--- src/rtl/usb_tx_arbiter.sv ---
// Transmit-path arbiter in front of the ULPI packet encoder: serves handshakes first,
// then locks one end-point onto the encoder for a whole DATAx packet.
module usb_tx_arbiter #(
   parameter int MAX_PACKET    = 512,
   parameter int START_TIMEOUT = 16
) (
   input  logic        clock,
   input  logic        reset,
   input  logic        mux_enable_i,
   input  logic [4:0]  ep_select_i,
   input  logic        hsk_send_i,
   input  logic [3:0]  hsk_pid_i,
   output logic        hsk_sent_o,
   output logic        enc_hsk_send_o,
   output logic [3:0]  enc_hsk_pid_o,
   input  logic        enc_hsk_sent_i,
   input  logic [4:0]  ep_tvalid_i,
   output logic [4:0]  ep_tready_o,
   input  logic [4:0]  ep_tlast_i,
   input  logic [39:0] ep_tdata_i,
   input  logic [4:0]  ep_parity_i,
   output logic        enc_tvalid_o,
   input  logic        enc_tready_i,
   output logic        enc_tlast_o,
   output logic [7:0]  enc_tdata_o,
   output logic [3:0]  enc_tuser_o,
   output logic        usb_sent_o,
   output logic        timeout_o,
   output logic        overflow_o,
   output logic        busy_o
);

   localparam int CW = $clog2(MAX_PACKET) + 1;
   localparam logic [CW-1:0] LAST_IDX = CW'(MAX_PACKET - 1);
   localparam logic [3:0] PID_DATA0 = 4'b0011;
   localparam logic [3:0] PID_DATA1 = 4'b1011;

   typedef enum logic [1:0] {
      IDLE  = 2'd0,
      HSK   = 2'd1,
      DATA  = 2'd2,
      FLUSH = 2'd3
   } state_t;

   state_t          state_r;
   logic [2:0]      sel_r;
   logic [CW-1:0]   count_r;
   logic [7:0]      timer_r;
   logic            started_r;
   logic [3:0]      hsk_pid_r;
   logic [3:0]      tuser_r;
   logic            hsk_sent_r;
   logic            enc_hsk_send_r;
   logic            usb_sent_r;
   logic            timeout_r;
   logic            overflow_r;
   logic            busy_r;

   logic [2:0]      sel_idx_s;
   logic            onehot_s;
   logic            src_valid_s;
   logic            src_last_s;
   logic [7:0]      src_data_s;
   logic            at_limit_s;
   logic            data_pass_s;
   logic            beat_s;

   // Decode the one-hot end-point select; anything else is not a valid request
   always_comb begin
      sel_idx_s = 3'd0;
      onehot_s  = 1'b1;
      case (ep_select_i)
         5'b00001: sel_idx_s = 3'd0;
         5'b00010: sel_idx_s = 3'd1;
         5'b00100: sel_idx_s = 3'd2;
         5'b01000: sel_idx_s = 3'd3;
         5'b10000: sel_idx_s = 3'd4;
         default:  onehot_s  = 1'b0;
      endcase
   end

   assign src_valid_s = ep_tvalid_i[sel_r];
   assign src_last_s  = ep_tlast_i[sel_r];
   assign src_data_s  = ep_tdata_i[{sel_r, 3'b000} +: 8];
   assign at_limit_s  = (count_r == LAST_IDX);
   assign data_pass_s = (state_r == DATA) && mux_enable_i;
   assign beat_s      = data_pass_s && src_valid_s && enc_tready_i;

   // Zero-latency byte path; losing mux_enable cuts the path in the same cycle
   always_comb begin
      enc_tvalid_o = 1'b0;
      enc_tdata_o  = 8'd0;
      enc_tlast_o  = 1'b0;
      ep_tready_o  = 5'd0;
      if (data_pass_s) begin
         enc_tvalid_o        = src_valid_s;
         enc_tdata_o         = src_data_s;
         enc_tlast_o         = src_last_s | at_limit_s;
         ep_tready_o[sel_r]  = enc_tready_i;
      end else if (state_r == FLUSH) begin
         ep_tready_o[sel_r]  = 1'b1;
      end else begin
         ep_tready_o         = 5'd0;
      end
   end

   // Arbitration FSM with registered status pulses
   always_ff @(posedge clock or posedge reset) begin
      if (reset) begin
         state_r        <= IDLE;
         sel_r          <= 3'd0;
         count_r        <= '0;
         timer_r        <= 8'd0;
         started_r      <= 1'b0;
         hsk_pid_r      <= 4'd0;
         tuser_r        <= 4'd0;
         hsk_sent_r     <= 1'b0;
         enc_hsk_send_r <= 1'b0;
         usb_sent_r     <= 1'b0;
         timeout_r      <= 1'b0;
         overflow_r     <= 1'b0;
         busy_r         <= 1'b0;
      end else begin
         hsk_sent_r <= 1'b0;
         usb_sent_r <= 1'b0;
         timeout_r  <= 1'b0;
         overflow_r <= 1'b0;
         case (state_r)
            IDLE: begin
               // The requester still holds hsk_send during the sent pulse; skip that cycle
               if (hsk_send_i && !hsk_sent_r) begin
                  hsk_pid_r      <= hsk_pid_i;
                  enc_hsk_send_r <= 1'b1;
                  state_r        <= HSK;
                  busy_r         <= 1'b1;
               end else if (mux_enable_i && onehot_s) begin
                  sel_r     <= sel_idx_s;
                  tuser_r   <= ep_parity_i[sel_idx_s] ? PID_DATA1 : PID_DATA0;
                  count_r   <= '0;
                  timer_r   <= 8'(START_TIMEOUT);
                  started_r <= 1'b0;
                  state_r   <= DATA;
                  busy_r    <= 1'b1;
               end else begin
                  busy_r    <= 1'b0;
               end
            end
            HSK: begin
               if (enc_hsk_sent_i) begin
                  hsk_sent_r     <= 1'b1;
                  enc_hsk_send_r <= 1'b0;
                  state_r        <= IDLE;
                  busy_r         <= 1'b0;
               end
            end
            DATA: begin
               if (!mux_enable_i) begin
                  state_r <= started_r ? FLUSH : IDLE;
                  busy_r  <= started_r;
               end else if (beat_s) begin
                  started_r <= 1'b1;
                  if (src_last_s) begin
                     usb_sent_r <= 1'b1;
                     state_r    <= IDLE;
                     busy_r     <= 1'b0;
                  end else if (at_limit_s) begin
                     usb_sent_r <= 1'b1;
                     overflow_r <= 1'b1;
                     state_r    <= FLUSH;
                  end else begin
                     count_r    <= count_r + {{(CW-1){1'b0}}, 1'b1};
                  end
               end else if (!started_r) begin
                  timer_r <= timer_r - 8'd1;
                  if (timer_r <= 8'd1) begin
                     timeout_r <= 1'b1;
                     state_r   <= IDLE;
                     busy_r    <= 1'b0;
                  end
               end
            end
            FLUSH: begin
               if (src_valid_s && src_last_s) begin
                  state_r <= IDLE;
                  busy_r  <= 1'b0;
               end
            end
            default: begin
               state_r <= IDLE;
               busy_r  <= 1'b0;
            end
         endcase
      end
   end

   assign hsk_sent_o     = hsk_sent_r;
   assign enc_hsk_send_o = enc_hsk_send_r;
   assign enc_hsk_pid_o  = hsk_pid_r;
   assign enc_tuser_o    = tuser_r;
   assign usb_sent_o     = usb_sent_r;
   assign timeout_o      = timeout_r;
   assign overflow_o     = overflow_r;
   assign busy_o         = busy_r;

endmodule

--- config.mk ---
export PLATFORM = sky130hd
export DESIGN_NAME = usb_tx_arbiter
export DESIGN_NICKNAME = d
export VERILOG_FILES = /design/src/rtl/usb_tx_arbiter.sv
export SDC_FILE = /design/constraint.sdc
export NUM_CORES = 1
export LEC_CHECK = 0
export BUFFER_PORTS_ARGS = -buffer_cell sky130_fd_sc_hd__buf_2
export CORE_MARGIN = 4
export CORE_UTILIZATION = 45
export DETAILED_ROUTE_END_ITERATION = 6
export PLACE_DENSITY = 0.81
export SLEW_MARGIN = 20
export SYNTH_ARGS = -nofsm -noshare
export SYNTH_HDL_FRONTEND = slang
export SYNTH_SLANG_ARGS = --single-unit
export TNS_END_PERCENT = 5
--- constraint.sdc ---
create_clock -name clock -period 2.1 [get_ports clock]
set_input_delay 0.21 -clock clock [delete_from_list [all_inputs] [get_ports clock]]
set_output_delay 0.21 -clock clock [all_outputs]
set_load 0.02 [all_outputs]
# Word level (Yosys, flattened, before mapping)
# Cells that the tools add are included.
# W data, S select, Z words.
[op_classes]
add_sub_neg = 2
magnitude_cmp = 4
eq_ne = 25
n_shift = 1
n_mux = 74
bitwise_logic = 3
reduce_logical = 20
[op_table]
columns = ["cell", "n"]
rows = [
  ["$mux W10", 6],
  ["$mux W8", 6],
  ["$shiftx A40 B7 Y8", 1],
  ["$mux W1", 37],
  ["$mux W2", 11],
  ["$ne A2 B2 Y1 const B", 10],
  ["$pmux W10 S2", 1],
  ["$pmux W8 S2", 1],
  ["$pmux W3 S4", 1],
  ["$reduce_and A6 Y1", 2],
  ["$add A10 B1 Y10 const B", 1],
  ["$eq A10 B9 Y1 const B", 1],
  ["$mux W5", 2],
  ["$reduce_and A5 Y1", 2],
  ["$bmux W1 S3", 3],
  ["$le A8 B1 Y1 const B", 1],
  ["$lt A3 B4 Y1 const B", 2],
  ["$ne A4 B4 Y1 const B", 2],
  ["$pmux W2 S4", 1],
  ["$sub A8 B1 Y8 const B", 1],
  ["$logic_and A1 B1 Y1", 7],
  ["$reduce_and A7 Y1", 1],
  ["$reduce_and A3 Y1", 2],
  ["$and A5 B5 Y5", 1],
  ["other kinds (23)", 26],
]
[totals]
regBits = 38
in_bits = 70

# Depth between registers and ports, before layout
# Gate-level depths: netlist of the first run.
[logic_depth]
ltp_word = 7
ltp_mapped = 8
mapped_depth_nobuf = 7

# Worst setup path before layout of the first run
# No wires, ideal clock.
[synth_path]
path_type = "register to output"
from = "register count_r[0]"
to = "output enc_tlast_o"
t_arrival_ns = 1.837
required_time_ns = 1.890
slack_ns = 0.053
stages_incl_launch_ff = 8
path_buffers = 2
cell_sequence = "dfrtp_1 > ha_1 > inv_1 > or4_1 > and3_1 > buf_2 > buf_6 > nor2_1"
[synth_via]
elab_chain_cells = 3
[synth_rtl]
columns = ["item", "line_no", "source"]
rows = [
  ["from (decl)", "47", "logic [CW-1:0] count_r;"],
  ["from (signal assigned)", "171", "count_r <= count_r + {{(CW-1){1'b0}}, 1'b1};"],
  ["$eq A10 B9 Y1", "85", "assign at_limit_s = (count_r == LAST_IDX);"],
  ["$or A1 B1 Y1", "98", "enc_tlast_o = src_last_s | at_limit_s;"],
  ["$mux W1", "95", "if (data_pass_s) begin"],
  ["to (decl)", "24", "output logic enc_tlast_o,"],
]
# No other way between the ends.

# Worst setup path after layout of the first run
[layout_path]
from = "register sel_r[1]"
to = "output enc_tvalid_o"
[layout_via]
elab_chain_cells = 3
[layout_rtl]
columns = ["item", "line_no", "source"]
rows = [
  ["from (decl)", "46", "logic [2:0] sel_r;"],
  ["from (signal assigned)", "137", "sel_r <= sel_idx_s;"],
  ["$bmux W1 S3", "82", "assign src_valid_s = ep_tvalid_i[sel_r];"],
  ["$mux W1 (not written as such)", "82", ""],
  ["$mux W1", "95", ""],
  ["to (decl)", "22", "output logic enc_tvalid_o,"],
]
# No other way between the ends. The select of a mux whose other input is x is not followed.

==> results of run 1 <==
## synthesized netlist by cell type (2+ instances only)
cell type  instances  area [µm²]
nor2b_1            7        43.8
xnor2_1            2        17.5
nand3_1            6        30.0
a31o_2             5        43.8
a22oi_1            9        67.6
dfrtp_1           36         901
nor2_1            35         131
o21bai_1           2        15.0
or4_1              4        30.0
and3_1             3        18.8
a21oi_1           29         145
a31oi_1            2        12.5
mux2_2             8        90.1
mux2_4             3        45.0
and2_1             2        12.5
a21o_1             4        30.0
nor4_1             4        25.0
nor3b_1            2        15.0
o22a_1             4        35.0
nand2_1           16        60.1
clkbuf_1           4        15.0
mux2i_1           13         130
inv_1             16        60.1
or2_2              4        25.0
ha_1               3        37.5
nor3_1             8        40.0
nand2b_1           7        43.8
o31ai_1            4        30.0
o21ai_0            7        35.0
buf_6              3        33.8
buf_4              4        30.0
nand4_1            6        37.5
buf_2              3        15.0
a211oi_1           2        15.0
## metal layers
metal,vias up,global-route usage [%]
li1,1285,-
met1,1294,27.8
met2,93,36.5
met3,14,3.16
met4,0,6.87
met5,-,0
## cell usage in the layout, fill, tap and decap left out, types with 8 or more instances in the layout
cell     count
inv_1       16
nand2_1     16
a22oi_1      9
buf_2       95
a21oi_1     28
dfrtp_1     32
mux2i_1     13
mux2_2       8
buf_4       20
nor3_1       8
nor2_1      32
## cell families after synthesis
logic type      count (synthesis)  share of synthesized area (%)
simple gates                  113                           22.7
compound gates                 81                           23.2
flops                          36                           34.6
buf+inv                        30                           5.90
mux                            25                           11.0
fa+ha+maj                       3                           1.44
xor+xnor                        3                           1.01
other cells                     1                          0.144
## path summary, 6_finish.rpt
check,endpoint,slack [ns]
max,enc_tvalid_o,0.05
min,timer_r[4],0.01
max reg2reg,timer_r[4],0.12
min reg2reg,count_r[8],0.50
max in group asynchronous,count_r[2],1.72
min in group clock,enc_hsk_pid_o[1],0.15
## area by class of cell
type	count	area, µm²
repair buffers	116	637
clock buffers	7	96.3
well taps	72	90.1
flip-flops and latches	36	906
inverters	16	60.1
fillers	488	2170
multi-input cells	226	1610
## sequential cells by signal, indices dropped and copies added, names as in the netlist
register / flops
busy_o: 1
sel_r: 3
started_r: 1
usb_sent_o: 1
enc_tuser_o: 2
enc_hsk_send_o: 1
timeout_o: 1
hsk_sent_o: 1
overflow_o: 1
timer_r: 8
enc_hsk_pid_o: 4
state_r: 2
count_r: 10
## power breakdown
group / switching (mW) / leakage [nW] / internal, mW
Sequential: 0.198 / 0.456 / 0.925
Clock: 0.251 / 0.0503 / 0.292
Combinational: 0.767 / 1.07 / 0.614
Total: 1.22 / 1.58 / 1.83
## worst min-delay path, stage by stage
cell	delay (ns)
buf_2	0.09
inv_1	0.04
buf_4	0.39
## timing repair
action	4_1_cts	5_1_grt
gates resized for setup	5	18
pin swaps	0	1
buffers inserted	3	0
setup endpoints to repair	10	16
==> metrics.cfg, run 1 <==
[critical_path]
reg2regPathDepth=5
r2r_start=sel_r[1]
critPathCaptureType=output port
setup.worst_path.start=sel_r[1]
cp_max_fo=5
worstSetupStartpointType=register
cp_num_cells=4
critPathKind=reg -> out
required_ns=1.89
cp_slowest_stage_delay_ns=0.45
crit_family=flip-flops
timing.critical_path.buf_inv=1
cpMaxStageDelayCell=dfrtp_2
critPathArrivalTime_ns=1.84
crit_chain=mux2_4 -> a221oi_4 -> nor2_1 -> buf_2

[clocking]
clock_sinks=36
clk-insertion-delay-late_ns=0.29
ctsHtreeMaxLevel=2
cts_root_buf=clkbuf_8
clk_pin_slew_ns=0.07
numCtsBuffers=5
ctsHoldBuffers=0
cts_tree=built
clockBufferDepth=2

[floorplanning]
start_util_pct=46.8
die_height_um=84.1
die-area_um2=7070
die_w_um=84.1
num_rows=27
core_area_um2=5570
io_pins=99

[finish]
stdcell_area_um2=3400
fin_util_pct=61.0
diodes=0
area_growth_pct=30.5
fin_cells=473
nets=474
drive_gt1_share_pct=42.4

[synthesis]
ys.flop_type=dfrtp_1
syn_area_um2=2610
ys_warn_count=0
synth_area_per_cell_um2=8.93
synth-async-reset-ratio_pct=100
ys_types=59
syn-num-nets=365
synthCells=292
synth-seq-cells=36
synth_edf_count=0
yosysSeqAreaShare_pct=34.6

[drt]
vias=2686
final_antenna_net_count=0
drtIter0Drc=199
wl_met2_mm=3.88
firstDrtPassIters=4
wl_met3_um=353
routed.top_layer=met4
finalWirelength_mm=7.47
wl_met1_mm=3.10
wl_per_cell_um=15.8
detail_route.vias_per_cell=5.68
drc=0

[timing]
setup_ws_ns=0.0545
timing.final.crit_share_pct=97.4
setup_viol=0
layout_min_cycle_time_ns=2.05
finalSetupTns_ns=0
hold_violations=0
finalHoldWorstSlack_ns=0.0110
skew_ns=0.00360
finalMaxSlewViolations=0
fmax_mhz=489
grt_setup_unrepaired=true

[outcome]
status=finished, final reports clean

[grt]
grt_use_total_pct=21.4
grt_pass1_vias=2643
gr-total-overflow=0
grt_pass1_wl_mm=12.5
grt_max_degree=37
antenna_found_initial=0

[place]
detailed_place_hpwl_mm=5.71
io_buffers=97
place_ws_ns=-0.0000384
dp.cells=463
placed_cell_area_um2=3210
place.gp.congestion=0.850

[power_and_ir_drop]
p_total_mw=3.05
ir_drop_mv=0.641
leakagePower_nw=1.58
powerDensity_nw_per_um2=896

[min_path]
hp-class=in -> async

[job]
max_cap_viol_count=0

No activity file was read; power rests on OpenSTA's default activity.
==> run 2: changes to the inputs <==
- MAX_ROUTING_LAYER: not set -> met4
==> run 2 against run 1 <==
Sequential share of layout area unchanged. Power decreased by 0.10%. Sequential power about the same. Via count decreased by 1.0%. Routed wire length down 0.29%. Global-route usage increased by 0.61 points. Fmax is 0.20% higher. Combinational power is essentially flat. First-iteration DRC count increased by 3.0%. Critical endpoint unchanged. Largest power group unchanged. Highest routed layer unchanged.
==> metrics.cfg, run 2 (synthesis gave the netlist of run 1 again) <==
[timing]
setup_ws_ns=0.0585  ; +0.00400 ns
finalMaxSlewViolations=0  ; unchanged
fmax_mhz=490  ; +0.20%
timing.final.crit_share_pct=97.2  ; -0.19 points
grt_setup_unrepaired=true
hold_violations=0  ; unchanged
layout_min_cycle_time_ns=2.04  ; -0.00400 ns
setup_viol=0  ; unchanged
skew_ns=0.00241  ; -0.00119 ns

[power_and_ir_drop]
powerDensity_nw_per_um2=895  ; -0.10%
p_int_mw=1.83  ; about the same
netSwitchingFraction_pct=39.8  ; -0.062 points
leakagePower_nw=1.58  ; unchanged
p_total_mw=3.04  ; -0.10%
power.switching_mw=1.21  ; -0.26%
pwr-share-clk_pct=17.7  ; about the same
power_frac_seq_pct=36.9  ; about the same
ir_drop_mv=0.638  ; -0.42%
power_frac_comb_pct=45.4  ; about the same

[finish]
drive_gt1_share_pct=42.4  ; unchanged
area_growth_pct=30.5  ; unchanged
largest_register_ffs=10  ; unchanged
final_cell_mix=buf_2 (95), nor2_1 (32), dfrtp_1 (32), a21oi_1 (28), buf_4 (20)
nFillCells=488  ; unchanged
top_register=count_r
regArea_um2=906  ; unchanged
nets=474  ; unchanged
diodes=0  ; unchanged
final_common_cell=buf_2
multiInputGateArea_um2=1610  ; unchanged

[floorplanning]
num_rows=27  ; unchanged
core_area_um2=5570  ; unchanged
die-area_um2=7070  ; unchanged
start_util_pct=46.8  ; unchanged
die_height_um=84.1  ; unchanged
die_w_um=84.1  ; unchanged
io_pins=99  ; unchanged

[grt]
gr-total-overflow=0  ; unchanged
grt_use_total_pct=22.0  ; +0.61 points
antenna_found_initial=0  ; unchanged
grt_max_degree=37  ; unchanged
grt_pass1_vias=2656  ; +0.49%
grt_pass1_wl_mm=12.5  ; -0.11%

[clocking]
cts_tree=built
cts_root_buf=clkbuf_8
clock_sinks=36  ; unchanged
clk_pin_slew_ns=0.07  ; about the same
numCtsBuffers=5  ; unchanged
ctsHoldBuffers=0  ; unchanged
clk-insertion-delay-late_ns=0.29  ; about the same
ctsHtreeMaxLevel=2  ; unchanged
clockBufferDepth=2  ; unchanged

[drt]
wl_per_cell_um=15.7  ; -0.29%
firstDrtPassIters=4  ; unchanged
final_antenna_net_count=0  ; unchanged
drtIter0Drc=205  ; +3.0%
detail_route.vias_per_cell=5.62  ; -1.0%
finalWirelength_mm=7.44  ; -0.29%
drc=0  ; unchanged
vias=2658  ; -1.0%

[critical_path]
critPathKind=reg -> out
required_ns=1.89  ; about the same
worstSetupStartpointType=register
reg2reg_to=timer_r[4]
critPathCaptureType=output port
r2r_slack_ns=0.11  ; about the same
r2r_start=sel_r[1]
critPathArrivalTime_ns=1.83  ; about the same
cp_max_fo=5  ; unchanged
crit_chain=mux2_4 -> a221oi_4 -> nor2_1 -> buf_2
cpMaxStageDelayCell=dfrtp_2
reg2regPathDepth=5  ; unchanged
cp_slowest_stage_delay_ns=0.45  ; about the same
setup.worst_path.start=sel_r[1]

[job]
max_cap_viol_count=0  ; unchanged

[place]
io_buffers=97  ; unchanged
detailed_place_hpwl_mm=5.71  ; unchanged
place.gp.congestion=0.864  ; +1.6%
place_ws_ns=-0.0000384  ; unchanged

[outcome]
status=finished, final reports clean

[min_path]
hp-class=in -> async

[run 2: cell counts in the layout (fill, tap and decap cells not counted)]
No cell type changed its count.
[run 2: power by group through the flow]
stage | combinational, mW | sequential (mW) | clock, mW
6_report | 1.38 | 1.12 | 0.540
5_1_grt | 1.51 | 1.16 | 0.575
2_1_floorplan | 0.844 | 1.20 | 0
3_3_place_gp | 1.26 | 1.12 | 0
3_5_place_dp | 1.30 | 1.13 | 0
4_1_cts | 1.35 | 1.11 | 0.548
[run 2: area by class of cell]
| class | instances | share of cell area, % |
|---|---|---|
| inverters | 16 | 1.77 |
| multi-input cells | 226 | 47.4 |
| repair buffers | 116 | 18.7 |
| well taps | 72 | 2.65 |
| clock buffers | 7 | 2.83 |
| flip-flops and latches | 36 | 26.6 |
[run 2: how the worst max path moves through the flow]
stage                                 to  cells past startpoint
after floorplan              enc_tlast_o                      7
after global placement       enc_tlast_o                      6
after detailed placement      count_r[0]                      6
after CTS                 enc_tdata_o[0]                      6
after global routing         enc_tlast_o                      6
final                       enc_tvalid_o                      4
[run 2: critical path, delay by kind of cell, from the launching register on]
family | cells | cell delay [ns]
flops | 1 | 0.45
compound gates | 1 | 0.44
mux | 1 | 0.34
buf+inv | 1 | 0.18
simple gates | 1 | 0.12
[run 2: repair_timing]
| action | in CTS | in global routing |
|---|---|---|
| pin swaps | 0 | 1 |
| resized for setup | 5 | 18 |
| buffers inserted | 3 | 0 |
| endpoints found under the setup margin | 10 | 16 |
[run 2: per-stage QoR]
stage	hold slack, ns	setup TNS (ns)	instance area (µm²)	utilization, %	std cells
after floorplan	0.328	0	2610	-	292
after global placement	0.339	0	3210	57.6	463
after detailed placement	0.345	-0.0000384	3210	57.6	463
after CTS	0.0350	-0.0423	3340	60.0	473
after global routing	0.0871	-0.0202	3400	61.0	473
final	0.0164	0	3400	61.0	473
[run 2: per-layer routing]
layer | vias up | global-route usage [%] | routed length [µm]
met1 | 1270 | 27.7 | 3160
met4 | 0 | 7.16 | 106
li1 | 1289 | - | -
met3 | 12 | 3.06 | 329
met2 | 87 | 36.4 | 3840
met5 | - | - | 0
==> run 3: changes to the inputs <==
- CORE_MARGIN: 4 -> 8
==> run 3 against run 2 <==
Combinational power about the same. Count of clock-buffer cells in the layout increased by 1. Register-to-register slack about the same. Hold slack better by 0.0086 ns. Via count is 0.60% lower. Flip-flop and latch count is the same. Utilization is 0.078 points higher. Fmax down 0.19%. Sequential power is essentially flat. Cell area fell by 0.48%.
==> metrics.cfg, run 3 (synthesis gave the netlist of run 1 again) <==
[drt]
detail_route.vias_per_cell=5.54  ; -1.4%
drtIter0Drc=141  ; -31%
routed.top_layer=met4
drc=0  ; unchanged
wl_per_cell_um=16.7  ; +6.2%
wl_met3_um=364  ; +11%
finalWirelength_mm=7.97  ; +7.1%
vias=2642  ; -0.60%
firstDrtPassIters=4  ; unchanged
wl_met2_mm=4.16  ; +8.3%
wl_met1_mm=3.36  ; +6.3%
final_antenna_net_count=0  ; unchanged

[finish]
nets=477  ; +0.63%
top_register=count_r
final_cell_mix=buf_2 (92), nor2_1 (34), dfrtp_1 (33), a21oi_1 (28), buf_4 (27)
area_growth_pct=29.9
largest_register_ffs=10  ; unchanged
drive_gt1_share_pct=41.2  ; -1.2 points
final_common_cell=buf_2
diodes=0  ; unchanged

[critical_path]
cp_max_fo=6  ; +1
critPathArrivalTime_ns=1.84  ; about the same
critPathCaptureType=output port
critPathKind=reg -> out
worstSetupStartpointType=register
required_ns=1.89  ; about the same

[timing]
layout_min_cycle_time_ns=2.05  ; +0.00393 ns
relSlewSlack_pct=61.2
skew_ns=0.00369  ; +0.00128 ns
finalSetupTns_ns=0  ; unchanged
fmax_mhz=489  ; -0.19%
hold_violations=0  ; unchanged
worst_pin_slew_ns=0.577
timing.final.crit_share_pct=97.4  ; +0.19 points
setup_viol=0  ; unchanged
setup_ws_ns=0.0546  ; -0.00393 ns
finalMaxSlewViolations=0  ; unchanged
grt_setup_unrepaired=true

[floorplanning]
io_pins=99  ; unchanged
start_util_pct=47.0  ; +0.29 points
die_w_um=92.1  ; +9.5%
die-area_um2=8480  ; +20%
core_area_um2=5540  ; -0.61%
die_height_um=92.1  ; +9.5%
num_rows=27  ; unchanged

[clocking]
clockBufferDepth=2  ; unchanged
cts_root_buf=clkbuf_8
clock_sinks=36  ; unchanged
cts_tree=built
numCtsBuffers=5  ; unchanged
clk_pin_slew_ns=0.07  ; about the same
ctsHoldBuffers=0  ; unchanged
ctsHtreeMaxLevel=2  ; unchanged
clk-insertion-delay-late_ns=0.29  ; about the same

[place]
place_ws_ns=0.0188  ; +0.0188 ns
place.gp.congestion=0.899  ; +4.1%
io_buffers=97  ; unchanged
detailed_place_hpwl_mm=6.34  ; +11%

[grt]
gr-total-overflow=0  ; unchanged
antenna_found_initial=0  ; unchanged
grt_pass1_wl_mm=12.6  ; +1.1%
grt_pass1_vias=2618  ; -1.4%
grt_max_degree=37  ; unchanged
grt_use_total_pct=18.5  ; -3.5 points

[power_and_ir_drop]
leakagePower_nw=1.58  ; +0.23%
powerDensity_nw_per_um2=891  ; -0.51%
p_total_mw=3.01  ; -0.98%
ir_drop_mv=0.699  ; +9.6%

[outcome]
status=finished, final reports clean

[job]
max_cap_viol_count=0  ; unchanged

[min_path]
hp-class=in -> async

-- run 3: changes by cell type in the layout (fill, tap and decap cells not counted), moves of 2 or more --
cell	previous run	this run
buf_2	95	92
buf_4	20	27
clkbuf_1	0	2
nor2_1	32	34
-- run 3: critical path, stage by stage, from the launching register on --
cell,delay [ns]
dfrtp_2,0.45
mux2_4,0.34
a221oi_4,0.36
buf_4,0.18
nor2_1,0.05
buf_4,0.17
-- run 3: area by class of cell --
type	count	area [µm²]
Clock buffer	8	90.1
Sequential cell	36	905
Tap cell	72	90.1
Fill cell	498	2160
Timing Repair Buffer	119	663
Inverter	16	60.1
Multi-Input combinational cell	226	1580
-- run 3: per-layer routing --
metal / track usage (%) / vias up
li1: - / 1289
met1: 22.4 / 1263
met2: 30.9 / 81
met3: 2.85 / 9
met4: 5.23 / 0
met5: - / -
-- run 3: worst paths after layout --
kind / start / endpoint / slack, ns / depth (start not counted)
hold reg to reg: count_r[8] / count_r[8] / 0.50 / 1
setup reg to reg: sel_r[1] / timer_r[1] / 0.11 / 5
max in group asynchronous: reset / sel_r[0] / 1.72 / 3
min in group clock: hsk_pid_i[0] / enc_hsk_pid_o[0] / 0.15 / 2
setup / recovery: sel_r[1] / enc_tvalid_o / 0.05 / 5
hold / removal: reset / state_r[0] / 0.02 / 3
-- run 3: per-stage QoR --
stage               hold WS, ns  utilization [%]  std cells  area (µm²)
floorplan                 0.328                -        292        2610
global placement          0.342             58.4        467        3240
detailed placement        0.346             58.4        467        3240
CTS                      0.0383             60.5        477        3350
global route             0.0787             61.1        477        3380
finish                   0.0249             61.1        477        3380
-- run 3: what timing repair did --
action / CTS / global route
pin swaps: 0 / 3
setup buffers: 2 / 0
gates resized for setup: 5 / 12
endpoints found under the setup margin: 8 / 9
-- run 3: power by group --
part	internal, mW	leakage [nW]	switching (mW)	total, mW
clock network	0.268	0.0455	0.246	0.513
registers	0.925	0.458	0.180	1.10
logic	0.626	1.08	0.771	1.40
